==> src/rtl/uart_tx_fifo.sv <==
// UART transmitter with an internal TX FIFO, runtime baud divisor, programmable
// frame format (parity, 1/2 stop bits) and line-break generation.
//
// state  | meaning
// IDLE   | line high, waiting for a queued word or a break request
// START  | start bit (0)
// DATA   | data bits, LSB first
// PARITY | optional parity bit
// STOP   | one or two stop bits (1)
// BREAK  | line held low while break_i stays high
module uart_tx_fifo #(
  parameter int P_DATA_W     = 8,
  parameter int P_FIFO_DEPTH = 4,
  parameter int P_DIV_W      = 16
) (
  input  logic                          clk_i,
  input  logic                          rst_n_i,
  input  logic                          wr_en_i,
  input  logic [P_DATA_W-1:0]           wr_data_i,
  output logic                          full_o,
  output logic                          empty_o,
  output logic [$clog2(P_FIFO_DEPTH):0] level_o,
  output logic                          overflow_o,
  input  logic [P_DIV_W-1:0]            div_i,
  input  logic                          parity_en_i,
  input  logic                          parity_sel_i,
  input  logic                          stop_sel_i,
  input  logic                          break_i,
  output logic                          tx_o,
  output logic                          busy_o,
  output logic                          frame_done_o
);

  localparam int AW = $clog2(P_FIFO_DEPTH);
  localparam int LW = AW + 1;
  localparam int IW = $clog2(P_DATA_W);

  typedef enum logic [2:0] {
    S_IDLE,
    S_START,
    S_DATA,
    S_PARITY,
    S_STOP,
    S_BREAK
  } state_t;

  // ---------------- FIFO ----------------
  logic [P_DATA_W-1:0] mem_q [P_FIFO_DEPTH];
  logic [AW-1:0]       wr_ptr_q, rd_ptr_q;
  logic [LW-1:0]       level_q;
  logic                overflow_q;
  logic                push, pop;
  logic [P_DATA_W-1:0] head;

  assign full_o     = (level_q == LW'(P_FIFO_DEPTH));
  assign empty_o    = (level_q == '0);
  assign level_o    = level_q;
  assign overflow_o = overflow_q;
  assign push       = wr_en_i && !full_o;
  assign head       = mem_q[rd_ptr_q];

  always_ff @(posedge clk_i) begin
    if (push) mem_q[wr_ptr_q] <= wr_data_i;
  end

  always_ff @(posedge clk_i or negedge rst_n_i) begin
    if (!rst_n_i) begin
      wr_ptr_q   <= '0;
      rd_ptr_q   <= '0;
      level_q    <= '0;
      overflow_q <= 1'b0;
    end else begin
      // A write into a full FIFO is dropped even if a pop frees a slot this cycle.
      overflow_q <= wr_en_i && full_o;
      if (push) wr_ptr_q <= wr_ptr_q + AW'(1);
      if (pop)  rd_ptr_q <= rd_ptr_q + AW'(1);
      case ({push, pop})
        2'b10:   level_q <= level_q + LW'(1);
        2'b01:   level_q <= level_q - LW'(1);
        default: level_q <= level_q;
      endcase
    end
  end

  // ---------------- transmit FSM ----------------
  state_t              state_q, state_d;
  logic [P_DIV_W-1:0]  cnt_q, cnt_d;
  logic [P_DIV_W-1:0]  div_q, div_d;
  logic [IW-1:0]       bit_q, bit_d;
  logic [P_DATA_W-1:0] sh_q, sh_d;
  logic                par_q, par_d;
  logic                par_en_q, par_en_d;
  logic                stop_sel_q, stop_sel_d;
  logic                stop2_q, stop2_d;
  logic                tx_q, tx_d;
  logic                done_q, done_d;
  logic                tc, start_frame, latch_cfg;
  logic [P_DIV_W-1:0]  div_clamp;

  assign div_clamp = (div_i < P_DIV_W'(2)) ? P_DIV_W'(2) : div_i;
  assign tc        = (cnt_q == div_q - P_DIV_W'(1));

  always_comb begin
    state_d     = state_q;
    cnt_d       = cnt_q;
    div_d       = div_q;
    bit_d       = bit_q;
    sh_d        = sh_q;
    par_d       = par_q;
    par_en_d    = par_en_q;
    stop_sel_d  = stop_sel_q;
    stop2_d     = stop2_q;
    tx_d        = tx_q;
    done_d      = 1'b0;
    pop         = 1'b0;
    start_frame = 1'b0;
    latch_cfg   = 1'b0;

    unique case (state_q)
      S_IDLE: begin
        if (break_i) begin
          state_d   = S_BREAK;
          tx_d      = 1'b0;
          latch_cfg = 1'b1;
        end else if (!empty_o) begin
          start_frame = 1'b1;
        end
      end
      S_START: begin
        if (tc) begin
          state_d = S_DATA;
          tx_d    = sh_q[0];
          sh_d    = sh_q >> 1;
          bit_d   = '0;
        end
      end
      S_DATA: begin
        if (tc) begin
          if (bit_q == IW'(P_DATA_W - 1)) begin
            stop2_d = 1'b0;
            if (par_en_q) begin
              state_d = S_PARITY;
              tx_d    = par_q;
            end else begin
              state_d = S_STOP;
              tx_d    = 1'b1;
            end
          end else begin
            bit_d = bit_q + IW'(1);
            tx_d  = sh_q[0];
            sh_d  = sh_q >> 1;
          end
        end
      end
      S_PARITY: begin
        if (tc) begin
          state_d = S_STOP;
          tx_d    = 1'b1;
          stop2_d = 1'b0;
        end
      end
      S_STOP: begin
        if (tc) begin
          if (stop_sel_q && !stop2_q) begin
            stop2_d = 1'b1;
          end else begin
            done_d = 1'b1;
            if (!empty_o && !break_i) begin
              start_frame = 1'b1;
            end else begin
              state_d = S_IDLE;
              tx_d    = 1'b1;
            end
          end
        end
      end
      S_BREAK: begin
        if (!break_i) begin
          state_d = S_IDLE;
          tx_d    = 1'b1;
        end
      end
      default: begin
        state_d = S_IDLE;
        tx_d    = 1'b1;
      end
    endcase

    if (state_q != S_IDLE && state_q != S_BREAK) begin
      cnt_d = tc ? '0 : cnt_q + P_DIV_W'(1);
    end

    // Parity is fixed at pop time from the word and the parity select seen then.
    if (start_frame) begin
      pop       = 1'b1;
      latch_cfg = 1'b1;
      state_d   = S_START;
      tx_d      = 1'b0;
      sh_d      = head;
      par_d     = parity_sel_i ? ^head : ~^head;
    end

    if (latch_cfg) begin
      div_d      = div_clamp;
      par_en_d   = parity_en_i;
      stop_sel_d = stop_sel_i;
      cnt_d      = '0;
    end
  end

  always_ff @(posedge clk_i or negedge rst_n_i) begin
    if (!rst_n_i) begin
      state_q    <= S_IDLE;
      cnt_q      <= '0;
      div_q      <= '0;
      bit_q      <= '0;
      sh_q       <= '0;
      par_q      <= 1'b0;
      par_en_q   <= 1'b0;
      stop_sel_q <= 1'b0;
      stop2_q    <= 1'b0;
      tx_q       <= 1'b1;
      done_q     <= 1'b0;
    end else begin
      state_q    <= state_d;
      cnt_q      <= cnt_d;
      div_q      <= div_d;
      bit_q      <= bit_d;
      sh_q       <= sh_d;
      par_q      <= par_d;
      par_en_q   <= par_en_d;
      stop_sel_q <= stop_sel_d;
      stop2_q    <= stop2_d;
      tx_q       <= tx_d;
      done_q     <= done_d;
    end
  end

  assign tx_o         = tx_q;
  assign busy_o       = (state_q != S_IDLE);
  assign frame_done_o = done_q;

endmodule
==> config.mk <==
export PLATFORM = sky130hd
export DESIGN_NAME = uart_tx_fifo
export DESIGN_NICKNAME = d
export VERILOG_FILES = /design/src/rtl/uart_tx_fifo.sv
export SDC_FILE = /design/constraint.sdc
export NUM_CORES = 1
export LEC_CHECK = 0
export CAP_MARGIN = 15
export CELL_PAD_IN_SITES_DETAIL_PLACEMENT = 1
export CELL_PAD_IN_SITES_GLOBAL_PLACEMENT = 1
export CORE_MARGIN = 2
export CORE_UTILIZATION = 51
export CTS_CLUSTER_SIZE = 24
export DETAILED_ROUTE_END_ITERATION = 8
export PLACE_DENSITY = 0.84
export RECOVER_POWER = 100
export SKIP_CTS_REPAIR_TIMING = 1
export SYNTH_ARGS = -nofsm -noshare
export SYNTH_HDL_FRONTEND = slang
export SYNTH_SLANG_ARGS = --single-unit
==> constraint.sdc <==
create_clock -name clk_i -period 9.2 [get_ports clk_i]
set_input_delay 1.38 -clock clk_i [delete_from_list [all_inputs] [get_ports clk_i]]
set_output_delay 1.38 -clock clk_i [all_outputs]
set_load 0.1 [all_outputs]
==> reports/qor.log <==
qor: outcome.status finished with violations
qor: outcome.failed_checks capacitance limit, slew limit
qor: yosys.synthesis.nets 478
qor: sta.timing.slew.headroom -1.212
qor: critical_path.critical_path.top_delay_family compound AO/OA/AOI/OAI gates
qor: layout.post_route_cells_drive_above_1_share 0.07806
qor: die.placement_rows 35
qor: critical_path.critical-path-max-stage-delay 1260 ps
qor: critical_path.startpoint_type flip-flop
qor: yosys.yosys-top-cells-area dfrtp_1, edfxtp_1, mux2_4
qor: min_path.min_delay_path_class flip-flop to flip-flop
qor: yosys.yosys-top-cells-count dfrtp_1, nor2_1, edfxtp_1, nand2_1, xor2_1
qor: pwr.switchingPower 0.8053 mW
qor: routing.finalWirelength 11060 um
qor: yosys.compound_cell_area_share_of_the_yosys_netlist 0.09544
qor: sta.timing.clock.skew 16.86 ps
qor: layout.flow.area_growth_from_synthesis 11.19%
qor: critical_path.worstPathMaxFanout 23
qor: layout.insertedDiodeCount 0
qor: sta.period_share 0.5645
qor: clocking.clk_path_buf_depth 2
qor: clocking.tritoncts_clock_tree built
qor: critical_path.worstPathArrival 5480 ps
qor: routing.detail-route-antenna-nets 0
qor: sta.grt_setup_unrepaired no
qor: routing.drt_drc_violations_left 0
qor: sta.maximum_achievable_frequency 192.6 MHz
qor: layout.finish.net_count 510
qor: die.floorplan.die.width 102.4 um
qor: yosys.synth-main-ff-cell dfrtp_1
qor: clocking.clkSinkCount 92
qor: yosys.synth_adder_area_share 0.02684
qor: yosys.synth-simple-area-share 0.1527
qor: sta.hold_ws 490.3 ps
qor: clocking.cts.htree.levels 3
qor: global_route.grt_first_pass_wirelength 18070 um
qor: sta.timing.final.max_slew_violations 83
qor: yosys.post_synth_mux_area_share 0.1061
qor: yosys.synth-edff-count 32
qor: clocking.clkLatencyLatePin 360 ps
qor: yosys.synth_cell_types 61
qor: critical_path.crit_top_cell inv_1
qor: yosys.synth_area_per_cell 11.31 um^2
qor: yosys.post-synth-top-area-cell dfrtp_1
qor: critical_path.worstPathBufferInverterCount 5
qor: die.design.core.area 9328 um^2
qor: yosys.synth_largest_type_area_fraction 0.2987
qor: pwr.vdd_drop_max 271.5 uV
qor: critical_path.path_class flip-flop to flip-flop
qor: clocking.clock_root_buffer clkbuf_8
qor: critical_path.endpoint_kind flip-flop
qor: yosys.synth_cells 437
qor: flow_run.drv_cap 3
qor: place.gpl.final_weighted_congestion 0.9366
qor: pwr.sw_frac_of_total 0.4535
qor: yosys.post_synth_instance_area 4942 um^2
qor: sta.report.final.setup_viol 0
qor: pwr.clkPwrFrac 0.151
qor: sta.transition_time_at_the_pin_with_the_least_slew_margin 3319 ps
qor: critical_path.cp_slowest_cell a2111oi_0
qor: yosys.synth_seq_cells 92
qor: pwr.power_per_cell_area 323.1 nW/um^2
qor: global_route.globalRoute.totalOverflow 0
qor: yosys.combinational_family_with_the_most_area_after_synthesis simple AND/OR/NAND/NOR gates
qor: yosys.ys_seq_area_frac 0.4985
qor: sta.timing_hold_violations_final 0
qor: routing.route.vias.total 3407
qor: die.dieArea 10490 um^2
qor: layout.final_cells 603
qor: routing.detail_route.vias_per_cell 5.650
qor: sta.period_needed 5193 ps
qor: pwr.p_total 1.776 mW
qor: place.buffer_ports.inserted 39
qor: place.dp.cells 587
qor: pwr.seq_power_share 0.395
qor: critical_path.worst_ep_required_time 9490 ps
qor: yosys.ys_warn_count 0
qor: pwr.power.combinational.fraction 0.454
qor: global_route.via_count_of_the_first_global_routing_pass 3630
qor: routing.drtIter0Drc 141
qor: yosys.synthMostInstantiatedCell dfrtp_1
qor: critical_path.r2r_cells 16
qor: global_route.grt_max_degree 61
qor: global_route.global_route_usage_over_all_layers 0.2258
qor: sta.final.setup.tns 0 ps
qor: routing.avgRoutedWirePerCell 18.34 um
qor: pwr.power.leakage 2.202 nW
qor: yosys.synthArstFlopShare 0.6522
qor: critical_path.cp_cell_sequence inv_1, ha_1, inv_1, nor4b_1, o2111ai_1, a211o_1, a2111oi_0, a21oi_1, clkbuf_1, inv_1, ha_1, inv_1, fa_1, xor2_1, nor2_1, xor2_1
qor: die.ios 40
qor: die.die-height 102.4 um
qor: clocking.clk_transition_reported_paths 100 ps
qor: pwr.p_int 0.9704 mW
qor: layout.fill_cell_count 1011
qor: die.floorplan.initialDensity 0.5298
qor: clocking.cts_buf_count 9
qor: critical_path.cp.depth 16
qor: routing.firstDrtPassIters 4
qor: place.post-dp-hpwl 8331 um
qor: yosys.yosys.area_share.xor_xnor 0.08152
qor: global_route.grt_antenna_before_repair 0
qor: min_path.holdPathStages 2
-- metal layers --
metal / GRT usage / share of wire / wire length [um] / vias to the layer above
met5: 0 / 0 / 0 / -
met2: 0.4208 / 0.55 / 6037 / 56
met1: 0.2665 / 0.42 / 4663 / 1712
li1: - / - / - / 1629
met4: 0.07179 / 0.011 / 123 / 0
met3: 0.03283 / 0.021 / 235 / 10
-- state kept, by name, summed over array words and instances (netlist names) --
register,cells
mem_q,32
cnt_q,16
div_q,16
sh_q,8
bit_q,3
level_o,3
state_q,3
rd_ptr_q,2
wr_ptr_q,2
frame_done_o,1
overflow_o,1
par_en_q,1
par_q,1
stop2_q,1
stop_sel_q,1
tx_o,1
-- final cells by class --
class	count	area (um^2)	area share
inverters	21	78.83	0.01434
repair buffers	41	392.9	0.07149
flip-flops and latches	92	2464	0.4483
well taps	129	161.4	0.02937
clock inverters	7	73.82	0.01343
clock buffers	9	123.9	0.02254
multi-input cells	304	2201	0.4005
-- path summary, 6_finish.rpt --
check | startpoint | end | slack, ps
worst min-delay path | tx_o$_DFFE_PN1P_ | tx_o$_DFFE_PN1P_ | 490
min in group asynchronous | rst_n_i | state_q[2]$_DFFE_PN0P_ | 2230
worst max-delay path | div_q[0]$_DFFE_PN0N_ | level_o[2]$_DFFE_PN0P_ | 4010
worst max register to register | div_q[0]$_DFFE_PN0N_ | level_o[2]$_DFFE_PN0P_ | 4010
worst min register to register | tx_o$_DFFE_PN1P_ | tx_o$_DFFE_PN1P_ | 490
max in group asynchronous | rst_n_i | bit_q[1]$_DFFE_PN0P_ | 5100
-- placed cells by master, fill, tap and decap left out, drive strengths merged, types with 5 or more instances in the layout --
cell / count
o21ai: 20
inv: 25
a21oi: 17
nand2b: 6
mux2: 17
nor2: 40
dlygate4sd3: 18
xor2: 24
nand2: 32
edfxtp: 32
clkbuf: 11
dfrtp: 59
nand4: 9
nor2b: 5
mux4: 8
nor3: 11
clkdlybuf4s50: 20
and3: 7
mux2i: 10
nand3: 16
xnor2: 22
ha: 9
nor4: 7
-- tightest hold or removal path: stages, from the launching register on --
cell	delay, ps
dfstp_2	380
inv_1	40
mux2i_1	60
-- power groups by stage --
stage / Clock [mW] / Combinational [mW] / Sequential (mW)
6_report: 0.268 / 0.807 / 0.701
3_5_place_dp: 0 / 0.868 / 0.712
3_3_place_gp: 0 / 0.830 / 0.703
4_1_cts: 0.278 / 0.875 / 0.703
5_1_grt: 0.294 / 0.875 / 0.720
2_1_floorplan: 0 / 0.664 / 0.701
-- metrics by stage --
stage                     area, um^2  worst slack, ps    util
after floorplan                 4942             4428       -
after global placement          5390             5169  0.5779
after detailed placement        5390             5023  0.5779
after CTS                       5588             5172  0.5991
after global routing            5495             3529  0.5891
final                           5495             4007  0.5891
-- cell families after synthesis --
| kind of cell | count (synthesis) |
|---|---|
| AO/OA/AOI/OAI | 67 |
| adder cells (fa/ha/maj) | 10 |
| XOR/XNOR | 46 |
| multiplexers | 35 |
| AND/OR/NAND/NOR | 146 |
| flip-flops | 92 |
| buffers and inverters | 41 |
No activity file was read; power rests on OpenSTA's default activity.
